**config.mk**
```make
export PLATFORM = sky130hd
export DESIGN_NAME = pipeline_controller_flat
export DESIGN_NICKNAME = d
export VERILOG_FILES = /design/src/rtl/pipe_ctrl_pkg.sv /design/src/rtl/pipeline_controller_if.sv /design/src/rtl/pipeline_controller_forward_unit.sv /design/src/rtl/pipeline_controller.sv /design/src/flat_wrapper.sv
export SDC_FILE = /design/constraint.sdc
export NUM_CORES = 1
export LEC_CHECK = 0
export BUFFER_PORTS_ARGS = -buffer_cell sky130_fd_sc_hd__buf_4
export CORE_ASPECT_RATIO = 0.8
export CORE_MARGIN = 3
export CORE_UTILIZATION = 46
export CTS_BUF_LIST = sky130_fd_sc_hd__clkbuf_8
export DETAILED_ROUTE_END_ITERATION = 10
export PLACE_DENSITY_LB_ADDON = 0.05
export SLEW_MARGIN = 25
export SYNTH_ARGS = -nofsm -noshare
export SYNTH_HDL_FRONTEND = slang
export SYNTH_SLANG_ARGS = --single-unit
```
**constraint.sdc**
```tcl
create_clock -name clk -period 2.6 [get_ports clk]
set_clock_uncertainty 0.05 [all_clocks]
set_input_delay 0.65 -clock clk [delete_from_list [all_inputs] [get_ports clk]]
set_output_delay 0.65 -clock clk [all_outputs]
set_load 0.02 [all_outputs]
```
**src/rtl/pipe_ctrl_pkg.sv**
```systemverilog
// Shared types and constants for the 5-stage pipeline hazard controller.
package pipe_ctrl_pkg;

    typedef enum logic [1:0] {
        RUN   = 2'b00,
        WAIT  = 2'b01,
        FAULT = 2'b10
    } pc_state_t;

    typedef enum logic [1:0] {
        FWD_REG = 2'b00,
        FWD_WB  = 2'b01,
        FWD_MEM = 2'b10
    } fwd_sel_t;

    localparam logic [1:0] WB_SRC_LOAD = 2'b11;

    // MEM holds the younger result, so it wins over WB.
    function automatic fwd_sel_t fwd_pick(input logic mem_hit, input logic wb_hit);
        if (mem_hit)     return FWD_MEM;
        else if (wb_hit) return FWD_WB;
        else             return FWD_REG;
    endfunction

endpackage

```
**src/rtl/pipeline_controller_if.sv**
```systemverilog
// Hazard-controller bundle: master = pipeline datapath, slave = pipeline_controller.
interface pipeline_controller_if
    import pipe_ctrl_pkg::*;
#(
    parameter int REG_AW = 5
) ();
    logic [REG_AW-1:0] id_rs1, id_rs2;
    logic [REG_AW-1:0] ex_rs1, ex_rs2, ex_rd;
    logic [1:0]        ex_wb_src;
    logic              ex_redirect;
    logic [REG_AW-1:0] mem_rd, wb_rd;
    logic              mem_reg_write, wb_reg_write;
    logic              mem_access, dmem_ready;

    logic              dmem_req;
    logic              stall_f, stall_d, stall_e, stall_m;
    logic              flush_d, flush_e, flush_w;
    fwd_sel_t          fwd_a, fwd_b;
    logic              mem_fault;

    modport master (
        output id_rs1, id_rs2, ex_rs1, ex_rs2, ex_rd, ex_wb_src, ex_redirect,
               mem_rd, wb_rd, mem_reg_write, wb_reg_write, mem_access, dmem_ready,
        input  dmem_req, stall_f, stall_d, stall_e, stall_m,
               flush_d, flush_e, flush_w, fwd_a, fwd_b, mem_fault
    );

    modport slave (
        input  id_rs1, id_rs2, ex_rs1, ex_rs2, ex_rd, ex_wb_src, ex_redirect,
               mem_rd, wb_rd, mem_reg_write, wb_reg_write, mem_access, dmem_ready,
        output dmem_req, stall_f, stall_d, stall_e, stall_m,
               flush_d, flush_e, flush_w, fwd_a, fwd_b, mem_fault
    );
endinterface

```
**src/rtl/pipeline_controller_forward_unit.sv**
```systemverilog
// EX-stage operand forwarding selects; purely combinational.
module forward_unit
    import pipe_ctrl_pkg::*;
#(
    parameter int REG_AW = 5
) (
    input  logic [REG_AW-1:0] ex_rs1,
    input  logic [REG_AW-1:0] ex_rs2,
    input  logic [REG_AW-1:0] mem_rd,
    input  logic [REG_AW-1:0] wb_rd,
    input  logic              mem_reg_write,
    input  logic              wb_reg_write,
    output fwd_sel_t          fwd_a,
    output fwd_sel_t          fwd_b
);
    logic mem_ok, wb_ok;

    // x0 is hard-wired zero, so a write to it must never be forwarded.
    assign mem_ok = mem_reg_write && (mem_rd != '0);
    assign wb_ok  = wb_reg_write  && (wb_rd  != '0);

    assign fwd_a = fwd_pick(mem_ok && (mem_rd == ex_rs1), wb_ok && (wb_rd == ex_rs1));
    assign fwd_b = fwd_pick(mem_ok && (mem_rd == ex_rs2), wb_ok && (wb_rd == ex_rs2));
endmodule

```
**src/rtl/pipeline_controller.sv**
```systemverilog
// Stall/flush/forwarding controller with dmem wait-state FSM and timeout fault.
// Optional PIPE_PERF_CNT_EN adds stall/flush/load-use performance counters.
module pipeline_controller
    import pipe_ctrl_pkg::*;
#(
    parameter int REG_AW      = 5,
    parameter int MEM_TIMEOUT = 255,
    parameter int CNT_W       = 8
) (
    input  logic                 clk,
    input  logic                 rst,
    pipeline_controller_if.slave bus
`ifdef PIPE_PERF_CNT_EN
    ,
    output logic [31:0]          stall_cycles,
    output logic [31:0]          flush_events,
    output logic [31:0]          load_use_cnt
`endif
);
    pc_state_t        state;
    logic [CNT_W-1:0] wait_cnt;
    logic             mem_fault;
    logic             mem_stall, redirect_act, load_use_hit, load_use_act, stall_front;

    // NOTE: sequential state uses non-blocking assignments so every register sees pre-edge values.
    always_ff @(posedge clk or posedge rst) begin
        if (rst) begin
            state     <= RUN;
            wait_cnt  <= '0;
            mem_fault <= 1'b0;
        end else begin
            case (state)
                RUN: begin
                    if (bus.mem_access && !bus.dmem_ready) begin
                        state    <= WAIT;
                        wait_cnt <= CNT_W'(1);
                    end
                end
                WAIT: begin
                    if (bus.dmem_ready) begin
                        state    <= RUN;
                        wait_cnt <= '0;
                    end else if (wait_cnt == CNT_W'(MEM_TIMEOUT)) begin
                        state     <= FAULT;
                        mem_fault <= 1'b1;
                    end else begin
                        wait_cnt <= wait_cnt + CNT_W'(1);
                    end
                end
                FAULT:   mem_fault <= 1'b1;
                default: state     <= RUN;
            endcase
        end
    end

    // A held redirect stays in the frozen E stage and fires once dmem_ready releases the stall.
    assign mem_stall    = (state == FAULT)
                        || ((state == WAIT) && !bus.dmem_ready)
                        || ((state == RUN)  && bus.mem_access && !bus.dmem_ready);
    assign redirect_act = !mem_stall && bus.ex_redirect;
    assign load_use_hit = (bus.ex_wb_src == WB_SRC_LOAD) && (bus.ex_rd != '0)
                        && ((bus.ex_rd == bus.id_rs1) || (bus.ex_rd == bus.id_rs2));
    assign load_use_act = !mem_stall && !bus.ex_redirect && load_use_hit;
    assign stall_front  = mem_stall || load_use_act;

    assign bus.dmem_req  = bus.mem_access && (state != FAULT);
    assign bus.stall_f   = stall_front;
    assign bus.stall_d   = stall_front;
    assign bus.stall_e   = mem_stall;
    assign bus.stall_m   = mem_stall;
    assign bus.flush_d   = redirect_act;
    assign bus.flush_e   = redirect_act || load_use_act;
    assign bus.flush_w   = mem_stall;
    assign bus.mem_fault = mem_fault;

    forward_unit #(.REG_AW(REG_AW)) u_forward_unit (
        .ex_rs1        (bus.ex_rs1),
        .ex_rs2        (bus.ex_rs2),
        .mem_rd        (bus.mem_rd),
        .wb_rd         (bus.wb_rd),
        .mem_reg_write (bus.mem_reg_write),
        .wb_reg_write  (bus.wb_reg_write),
        .fwd_a         (bus.fwd_a),
        .fwd_b         (bus.fwd_b)
    );

`ifdef PIPE_PERF_CNT_EN
    always_ff @(posedge clk or posedge rst) begin
        if (rst) begin
            stall_cycles <= '0;
            flush_events <= '0;
            load_use_cnt <= '0;
        end else begin
            if (stall_front)  stall_cycles <= stall_cycles + 32'd1;
            if (redirect_act) flush_events <= flush_events + 32'd1;
            if (load_use_act) load_use_cnt <= load_use_cnt + 32'd1;
        end
    end
`endif

endmodule

```
**src/flat_wrapper.sv**
```systemverilog
// flat-port wrapper written by rule: the top's interface ports become plain ports
module pipeline_controller_flat import pipe_ctrl_pkg::*;
#(
    parameter int REG_AW      = 5,
    parameter int MEM_TIMEOUT = 255,
    parameter int CNT_W       = 8
)
  (clk, rst, bus_id_rs1, bus_id_rs2, bus_ex_rs1, bus_ex_rs2, bus_ex_rd, bus_ex_wb_src, bus_ex_redirect, bus_mem_rd, bus_wb_rd, bus_mem_reg_write, bus_wb_reg_write, bus_mem_access, bus_dmem_ready, bus_dmem_req, bus_stall_f, bus_stall_d, bus_stall_e, bus_stall_m, bus_flush_d, bus_flush_e, bus_flush_w, bus_fwd_a, bus_fwd_b, bus_mem_fault);
  pipeline_controller_if #(.REG_AW(REG_AW)) bus_i ();
  input  logic clk;
  input  logic rst;
  input wire logic [$bits(bus_i.id_rs1)-1:0] bus_id_rs1;
  input wire logic [$bits(bus_i.id_rs2)-1:0] bus_id_rs2;
  input wire logic [$bits(bus_i.ex_rs1)-1:0] bus_ex_rs1;
  input wire logic [$bits(bus_i.ex_rs2)-1:0] bus_ex_rs2;
  input wire logic [$bits(bus_i.ex_rd)-1:0] bus_ex_rd;
  input wire logic [$bits(bus_i.ex_wb_src)-1:0] bus_ex_wb_src;
  input wire logic [$bits(bus_i.ex_redirect)-1:0] bus_ex_redirect;
  input wire logic [$bits(bus_i.mem_rd)-1:0] bus_mem_rd;
  input wire logic [$bits(bus_i.wb_rd)-1:0] bus_wb_rd;
  input wire logic [$bits(bus_i.mem_reg_write)-1:0] bus_mem_reg_write;
  input wire logic [$bits(bus_i.wb_reg_write)-1:0] bus_wb_reg_write;
  input wire logic [$bits(bus_i.mem_access)-1:0] bus_mem_access;
  input wire logic [$bits(bus_i.dmem_ready)-1:0] bus_dmem_ready;
  output wire logic [$bits(bus_i.dmem_req)-1:0] bus_dmem_req;
  output wire logic [$bits(bus_i.stall_f)-1:0] bus_stall_f;
  output wire logic [$bits(bus_i.stall_d)-1:0] bus_stall_d;
  output wire logic [$bits(bus_i.stall_e)-1:0] bus_stall_e;
  output wire logic [$bits(bus_i.stall_m)-1:0] bus_stall_m;
  output wire logic [$bits(bus_i.flush_d)-1:0] bus_flush_d;
  output wire logic [$bits(bus_i.flush_e)-1:0] bus_flush_e;
  output wire logic [$bits(bus_i.flush_w)-1:0] bus_flush_w;
  output wire logic [$bits(bus_i.fwd_a)-1:0] bus_fwd_a;
  output wire logic [$bits(bus_i.fwd_b)-1:0] bus_fwd_b;
  output wire logic [$bits(bus_i.mem_fault)-1:0] bus_mem_fault;
  assign bus_i.id_rs1 = bus_id_rs1;
  assign bus_i.id_rs2 = bus_id_rs2;
  assign bus_i.ex_rs1 = bus_ex_rs1;
  assign bus_i.ex_rs2 = bus_ex_rs2;
  assign bus_i.ex_rd = bus_ex_rd;
  assign bus_i.ex_wb_src = bus_ex_wb_src;
  assign bus_i.ex_redirect = bus_ex_redirect;
  assign bus_i.mem_rd = bus_mem_rd;
  assign bus_i.wb_rd = bus_wb_rd;
  assign bus_i.mem_reg_write = bus_mem_reg_write;
  assign bus_i.wb_reg_write = bus_wb_reg_write;
  assign bus_i.mem_access = bus_mem_access;
  assign bus_i.dmem_ready = bus_dmem_ready;
  assign bus_dmem_req = bus_i.dmem_req;
  assign bus_stall_f = bus_i.stall_f;
  assign bus_stall_d = bus_i.stall_d;
  assign bus_stall_e = bus_i.stall_e;
  assign bus_stall_m = bus_i.stall_m;
  assign bus_flush_d = bus_i.flush_d;
  assign bus_flush_e = bus_i.flush_e;
  assign bus_flush_w = bus_i.flush_w;
  assign bus_fwd_a = bus_i.fwd_a;
  assign bus_fwd_b = bus_i.fwd_b;
  assign bus_mem_fault = bus_i.mem_fault;
  pipeline_controller #(.REG_AW(REG_AW), .MEM_TIMEOUT(MEM_TIMEOUT), .CNT_W(CNT_W)) u_core (.clk(clk), .rst(rst), .bus(bus_i));
endmodule
```
==> metrics.txt, run 1 <==
# TYPE chip_impl_metric gauge
chip_impl_info{name="outcome",value="finished with violations"} 1
chip_impl_info{name="failing_checks",value="negative setup slack"} 1
chip_impl_metric{name="cts.path.max_buffers",unit=""} 2
chip_impl_metric{name="achievable-frequency",unit="GHz"} 0.381
chip_impl_metric{name="r2r_setup_slack",unit="ns"} 0.75
chip_impl_info{name="critPathTopFamily",value="simple AND/OR/NAND/NOR gates"} 1
chip_impl_metric{name="layout_min_cycle_time",unit="ns"} 2.62
chip_impl_metric{name="final_net_count",unit=""} 225
chip_impl_metric{name="drv_slew",unit=""} 0
chip_impl_metric{name="setup-violations-final",unit=""} 2
chip_impl_metric{name="vias_per_cell",unit=""} 5.69
chip_impl_metric{name="layout.core_utilization",unit="%"} 79.1
chip_impl_metric{name="htreeDepth",unit=""} 1
chip_impl_info{name="worst_setup_path_end_kind",value="output port"} 1
chip_impl_metric{name="die_h",unit="um"} 48.3
chip_impl_metric{name="detail-route-antenna-nets",unit=""} 0
chip_impl_metric{name="crit_path_max_incr_delay",unit="ns"} 0.54
chip_impl_metric{name="synth_cell_types",unit=""} 34
chip_impl_info{name="critical_path.reg2reg.endpoint",value="u_core.wait_cnt[0]$_DFFE_PP0P_"} 1
chip_impl_metric{name="cts-buffers-inserted",unit=""} 3
chip_impl_metric{name="grt_pass1_wl",unit="mm"} 4.69
chip_impl_metric{name="cellLeakagePower",unit="nW"} 0.720
chip_impl_metric{name="ys_warn_count",unit=""} 0
chip_impl_metric{name="ys_seq_elements",unit=""} 11
chip_impl_metric{name="final.fill_count",unit=""} 143
chip_impl_metric{name="chipWidth",unit="um"} 58.8
chip_impl_metric{name="vias_in_the_first_global_route",unit=""} 1097
chip_impl_metric{name="cts.sink_count",unit=""} 11
chip_impl_metric{name="yosysSeqAreaShare",unit="%"} 26.8
chip_impl_metric{name="clock_latency_late_sink",unit="ns"} 0.24
chip_impl_metric{name="tightestPinTransition",unit="ns"} 0.436
chip_impl_info{name="critical_path.reg2reg.startpoint",value="u_core.wait_cnt[0]$_DFFE_PP0P_"} 1
chip_impl_info{name="mostFrequentLayoutCells",value="buf_4, xor2_1, dfrtp_1"} 1
chip_impl_metric{name="globalRouteTotalUtil",unit="%"} 21.8
chip_impl_info{name="cts.root.buffer_cell",value="clkbuf_8"} 1
chip_impl_metric{name="post_drt_wl_per_cell",unit="um"} 14.7
chip_impl_metric{name="numPortBuffers",unit=""} 56
chip_impl_metric{name="layout-area-overhead-vs-synth",unit="%"} 53.7
chip_impl_info{name="post-synth-top-area-cell",value="dfrtp_1"} 1
chip_impl_info{name="rsz0062_at_grt",value="true"} 1
chip_impl_metric{name="die-area",unit="um2"} 2840
chip_impl_metric{name="slew_headroom",unit="%"} 70.9
chip_impl_metric{name="finalHoldViolCount",unit=""} 0
chip_impl_metric{name="ctsHoldBuffers",unit=""} 0
chip_impl_metric{name="post_synth.cell_area_avg",unit="um2"} 8.71
chip_impl_metric{name="finalWirelength",unit="mm"} 2.98
chip_impl_metric{name="postSynthCellCount",unit=""} 118
chip_impl_metric{name="dr_total_vias",unit=""} 1156
chip_impl_metric{name="r2r_cells",unit=""} 6
chip_impl_metric{name="drt-pass1-iter-count",unit=""} 4
chip_impl_metric{name="core_area",unit="um2"} 2000
chip_impl_metric{name="grt-ovfl-total",unit=""} 0
chip_impl_info{name="slowest_stage",value="or4_4"} 1
chip_impl_metric{name="dpl.cell_count",unit=""} 197
chip_impl_metric{name="crit_path_max_fanout",unit=""} 2
chip_impl_metric{name="path_buf_inv",unit=""} 2
chip_impl_info{name="netlist_top_cells_area",value="dfrtp_1, xor2_1, xnor2_1"} 1
chip_impl_metric{name="ir_worst_vdd",unit="V"} 0.000379
chip_impl_metric{name="max_cap_violations",unit=""} 0
chip_impl_metric{name="drc",unit=""} 0
chip_impl_metric{name="synth_nets",unit=""} 163
chip_impl_metric{name="drive_above_1_share",unit="%"} 39.7
chip_impl_info{name="setup.worst_path.start_class",value="input port"} 1
chip_impl_metric{name="boundaryPins",unit=""} 57
chip_impl_metric{name="num_antenna_cells",unit=""} 0
chip_impl_info{name="most_common_cell_after_layout_fill_and_taps_aside",value="buf_4"} 1
chip_impl_info{name="timing_worst_setup_path_type",value="input port to output port"} 1
chip_impl_metric{name="grt_max_degree",unit=""} 14
chip_impl_metric{name="timing.final.crit_share",unit="%"} 101
chip_impl_metric{name="detailed_place_hpwl",unit="mm"} 2.39
chip_impl_metric{name="mappedNetlistArea",unit="um2"} 1030
chip_impl_metric{name="final-instance-count-excl-fill",unit=""} 203
chip_impl_info{name="min_path_type",value="input port to asynchronous set/reset pin"} 1
chip_impl_metric{name="antenna_violations_before_repair",unit=""} 0
chip_impl_info{name="tritoncts",value="built"} 1
chip_impl_metric{name="initial_core_util",unit="%"} 51.4
chip_impl_info{name="dominantRegCellSynth",value="dfrtp_1"} 1
chip_impl_metric{name="synth_async_sr_flop_share",unit="%"} 100
chip_impl_metric{name="clk_transition_reported_paths",unit="ns"} 0.05
chip_impl_metric{name="power",unit="W"} 0.000594
chip_impl_metric{name="drt_first_iter_violations",unit=""} 63
chip_impl_metric{name="number_of_flops_mapped_to_enable_cells_by_yosys",unit=""} 0
chip_impl_metric{name="setup_tns",unit="ns"} -0.0340
chip_impl_metric{name="yosys.area.top_type_share",unit="%"} 26.8
chip_impl_metric{name="fp-row-count",unit=""} 14
chip_impl_metric{name="final.hold.worst_slack",unit="ns"} 0.358
chip_impl_metric{name="powerDensity",unit="nW/um2"} 376
chip_impl_metric{name="worstPathRequired",unit="ns"} 1.90
chip_impl_info{name="timing.critical_path.cells",value="buf_8 > or4_4 > o21ai_4 > nor4_4 > nor4_2 > buf_4"} 1
chip_impl_metric{name="worst_ep_arrival_time",unit="ns"} 1.92
chip_impl_metric{name="gp_congestion",unit=""} 0.816
chip_impl_metric{name="final_critical_path_setup_slack",unit="ns"} -0.0241
-- layer usage --
metal,wire (um),track usage (%),share of wire [%],vias up
li1,-,-,-,559
met3,187,3.17,6.3,5
met1,1250,27.5,42,546
met4,44,9.50,1.5,0
met5,0,0,0,-
met2,1500,38.3,50,46
-- cell type report --
class	count	area [um2]	area share, %
flip-flops and latches	11	275	17.4
repair buffers	61	473	30.0
clock inverters	1	3.75	0.238
multi-input cells	98	737	46.7
inverters	5	18.8	1.19
well taps	24	30.0	1.90
clock buffers	3	41.3	2.61
-- worst max path at each step --
stage	from	endpoint	slack, ns	cells past startpoint
global placement	bus_wb_rd[2]	bus_fwd_b[0]	0.02	6
global route	bus_ex_rs2[2]	bus_fwd_b[0]	-0.05	5
CTS	bus_mem_rd[4]	bus_fwd_a[0]	-0.03	6
floorplan	bus_mem_rd[4]	bus_fwd_a[0]	0.01	4
finish	bus_mem_rd[4]	bus_fwd_a[0]	-0.02	6
detailed placement	bus_wb_rd[1]	bus_fwd_a[0]	-0.06	6
-- per-stage QoR --
| step | area [um2] | setup slack, ns |
|---|---|---|
| after CTS | 1570 | -0.0286 |
| after floorplan | 1030 | 0.0146 |
| after global placement | 1480 | 0.0167 |
| final | 1580 | -0.0241 |
| after global routing | 1580 | -0.0515 |
| after detailed placement | 1480 | -0.0595 |
-- state kept, by name (all words and copies together) (netlist names) --
name and count:
u_core.bus.mem_fault 1, u_core.state 2, u_core.wait_cnt 8
-- power breakdown --
part / total [W] / switching, W / internal [W]
clock network: 0.000174 / 0.0000702 / 0.000104
logic: 0.000215 / 0.000102 / 0.000113
registers: 0.000205 / 0.0000184 / 0.000186
total: 0.000594 / 0.000191 / 0.000404
-- Yosys cell counts (all sizes together), types with 3 or more instances --
library cell / instances
xor2: 24
nand2: 4
nor4: 4
or4: 5
nor2: 4
a21oi: 6
dfrtp: 11
nand2b: 3
buf: 4
a31oi: 5
o21ai: 6
inv: 5
xnor2: 6
o211ai: 4
nand3: 4
and3: 4
-- kinds of logic (layout without fill, tap and decap cells) --
kind of cell    after synthesis  count (layout)  synth area share [%]
compound gates               29              29                  18.6
xor+xnor                     30              30                  25.6
flops                        11              11                  26.8
fa+ha+maj                     1               1                  1.22
simple gates                 37              37                  22.2
buf+inv                       9              70                  4.51
mux                           1               1                  1.10
-- timing repair --
action,CTS,global route
pin swaps,7,0
resized for setup,8,0
setup buffers,1,1
hold endpoints to repair,0,0
setup endpoints to repair,2,2
No activity file was read; power rests on OpenSTA's default activity.
==> run 2: changes to the inputs <==
Settings changed: CORE_UTILIZATION 46 to 33.
==> run 2 against run 1 <==
- the run now ends clean
- sequential power barely moved
- register-to-register slack improved by 0.06 ns
- sequential cell count is the same
- cell count is 8.9% higher
- clock power is 6% lower
==> metrics.txt, run 2 (synthesis results as in run 1) <==
# TYPE chip_impl_metric gauge
chip_impl_info{name="outcome",value="complete, no violations"} 1
chip_impl_metric{name="ir_worst_vdd",unit="V"} 0.000209
chip_impl_metric{name="vias_in_the_first_global_route",unit=""} 1047
chip_impl_metric{name="clk_transition_reported_paths",unit="ns"} 0.05
chip_impl_metric{name="layout-area-overhead-vs-synth",unit="%"} 59.6
chip_impl_metric{name="num_antenna_cells",unit=""} 0
chip_impl_metric{name="path_buf_inv",unit=""} 2
chip_impl_info{name="setup.worst_path.start_class",value="input port"} 1
chip_impl_metric{name="drt-pass1-iter-count",unit=""} 4
chip_impl_metric{name="htreeDepth",unit=""} 1
chip_impl_metric{name="core_area",unit="um2"} 2870
chip_impl_info{name="cts.root.buffer_cell",value="clkbuf_8"} 1
chip_impl_info{name="biggestRegsByFlops",value="u_core.wait_cnt: 8 flops, u_core.state: 2 flops, u_core.bus.mem_fault: 1 flops"} 1
chip_impl_metric{name="fp-row-count",unit=""} 17
chip_impl_metric{name="final.fill_count",unit=""} 274
chip_impl_info{name="critical_path.reg2reg.startpoint",value="u_core.wait_cnt[0]$_DFFE_PP0P_"} 1
chip_impl_info{name="tritoncts",value="built"} 1
chip_impl_metric{name="timing.final.crit_share",unit="%"} 99.8
chip_impl_metric{name="detailed_place_hpwl",unit="mm"} 2.32
chip_impl_metric{name="antenna_violations_before_repair",unit=""} 0
chip_impl_metric{name="numPortBuffers",unit=""} 56
chip_impl_metric{name="ctsHoldBuffers",unit=""} 0
chip_impl_info{name="mostFrequentLayoutCells",value="buf_4, xor2_1, dfrtp_1"} 1
chip_impl_metric{name="final-instance-count-excl-fill",unit=""} 221
chip_impl_metric{name="grt_pass1_wl",unit="mm"} 4.54
chip_impl_metric{name="drv_slew",unit=""} 0
chip_impl_metric{name="detail-route-antenna-nets",unit=""} 0
chip_impl_metric{name="finalHoldViolCount",unit=""} 0
chip_impl_metric{name="die_h",unit="um"} 55.9
chip_impl_metric{name="setup-violations-final",unit=""} 0
chip_impl_metric{name="layout_min_cycle_time",unit="ns"} 2.60
chip_impl_metric{name="chipWidth",unit="um"} 68.4
chip_impl_metric{name="final_critical_path_setup_slack",unit="ns"} 0.00421
chip_impl_metric{name="cts.path.max_buffers",unit=""} 2
chip_impl_info{name="worst_setup_path_end_kind",value="output port"} 1
chip_impl_metric{name="grt-ovfl-total",unit=""} 0
chip_impl_metric{name="gp_congestion",unit=""} 0.797
chip_impl_info{name="timing_worst_setup_path_type",value="input port to output port"} 1
chip_impl_metric{name="crit_path_max_incr_delay",unit="ns"} 0.56
chip_impl_metric{name="r2r_cells",unit=""} 6
chip_impl_metric{name="powerDensity",unit="nW/um2"} 356
chip_impl_metric{name="final.hold.worst_slack",unit="ns"} 0.365
chip_impl_metric{name="cellLeakagePower",unit="nW"} 0.742
chip_impl_info{name="most_common_cell_after_layout_fill_and_taps_aside",value="buf_4"} 1
chip_impl_info{name="rsz0062_at_grt",value="true"} 1
chip_impl_info{name="top_register",value="u_core.wait_cnt"} 1
chip_impl_metric{name="die-area",unit="um2"} 3820
chip_impl_metric{name="clock_latency_late_sink",unit="ns"} 0.23
chip_impl_metric{name="cts-buffers-inserted",unit=""} 3
chip_impl_metric{name="final_net_count",unit=""} 229
chip_impl_metric{name="max_cap_violations",unit=""} 0
chip_impl_metric{name="crit_path_max_fanout",unit=""} 3
chip_impl_metric{name="cts.sink_count",unit=""} 11
chip_impl_metric{name="dr_total_vias",unit=""} 1103
chip_impl_metric{name="post_drt_wl_per_cell",unit="um"} 12.6
chip_impl_metric{name="r2r_setup_slack",unit="ns"} 0.81
chip_impl_metric{name="globalRouteTotalUtil",unit="%"} 15.4
chip_impl_metric{name="setup_tns",unit="ns"} 0
chip_impl_metric{name="worstPathRequired",unit="ns"} 1.90
chip_impl_metric{name="largest_reg_flops",unit=""} 8
chip_impl_metric{name="vias_per_cell",unit=""} 4.99
chip_impl_metric{name="drive_above_1_share",unit="%"} 42.6
chip_impl_info{name="slowest_stage",value="or4_4"} 1
chip_impl_metric{name="slew_headroom",unit="%"} 71.2
chip_impl_metric{name="worst_path_depth",unit=""} 6
chip_impl_metric{name="achievable-frequency",unit="GHz"} 0.385
chip_impl_metric{name="initial_core_util",unit="%"} 35.8
chip_impl_metric{name="tightestPinTransition",unit="ns"} 0.432
chip_impl_metric{name="drc",unit=""} 0
chip_impl_info{name="critPathTopFamily",value="simple AND/OR/NAND/NOR gates"} 1
chip_impl_info{name="timing.critical_path.cells",value="buf_4 > or4_4 > o21ai_4 > nor4_2 > nor4_2 > buf_4"} 1
chip_impl_info{name="min_path_type",value="input port to asynchronous set/reset pin"} 1
chip_impl_metric{name="dpl.cell_count",unit=""} 217
chip_impl_metric{name="finalWirelength",unit="mm"} 2.78
chip_impl_metric{name="boundaryPins",unit=""} 57
chip_impl_metric{name="worst_ep_arrival_time",unit="ns"} 1.90
chip_impl_metric{name="grt_max_degree",unit=""} 14
chip_impl_info{name="critical_path.reg2reg.endpoint",value="u_core.wait_cnt[0]$_DFFE_PP0P_"} 1
chip_impl_metric{name="drt_first_iter_violations",unit=""} 62
chip_impl_metric{name="place_worst_setup_slack",unit="ns"} -0.0177
==> run 2: per-stage QoR <==
step	utilization, %	power [W]	instance area, um2
2_1_floorplan	-	0.000305	1030
3_3_place_gp	53.6	0.000409	1540
3_5_place_dp	53.6	0.000414	1540
4_1_cts	55.6	0.000582	1600
5_1_grt	57.1	0.000623	1640
6_report	57.1	0.000584	1640
==> run 2: worst max path at each step <==
stage	to	from	slack (ns)
6_report	bus_fwd_a[0]	bus_mem_rd[0]	0.004
5_1_grt	bus_fwd_a[0]	bus_mem_rd[0]	-0.04
4_1_cts	bus_fwd_b[0]	bus_ex_rs2[2]	0.0003
3_5_place_dp	bus_fwd_b[0]	bus_ex_rs2[4]	-0.02
3_3_place_gp	bus_fwd_a[0]	bus_wb_rd[4]	-0.01
2_1_floorplan	bus_fwd_a[0]	bus_mem_rd[4]	0.01
==> run 2: what timing repair did <==
item	4_1_cts	5_1_grt
gates resized for setup	3	8
pin swaps	3	3
setup buffers	0	0
endpoints found under the hold margin	0	0
setup endpoints to repair	2	3
==> run 2: worst reg2reg max path, stage by stage (launching register included) <==
cell and delay, ns:
dfrtp_1 0.40, ha_1 0.24, nand3_1 0.17, o21ai_0 0.14, a21oi_1 0.16, buf_4 0.18
mux2_2 0.34
==> run 2: cell type report <==
cell class | instances | area [um2] | area share [%]
Inverter | 5 | 18.8 | 1.15
Clock inverter | 1 | 3.75 | 0.229
Timing Repair Buffer | 65 | 507 | 30.9
Clock buffer | 3 | 41.3 | 2.52
Tap cell | 38 | 47.5 | 2.90
Multi-Input combinational cell | 98 | 746 | 45.5
Sequential cell | 11 | 275 | 16.8
==> run 2: layer usage <==
| layer | GRT usage (%) | up-vias | share of wire [%] |
|---|---|---|---|
| met4 | 3.40 | 0 | 0 |
| met3 | 3.84 | 0 | 6.4 |
| met5 | 0 | - | 0 |
| met2 | 21.8 | 38 | 48 |
| li1 | - | 564 | - |
| met1 | 23.0 | 501 | 46 |
==> run 2: power by group <==
part | internal, W | switching (W) | leakage, nW
Clock | 0.000103 | 0.0000606 | 0.0269
Combinational | 0.000117 | 0.000101 | 0.573
Sequential | 0.000187 | 0.0000157 | 0.142
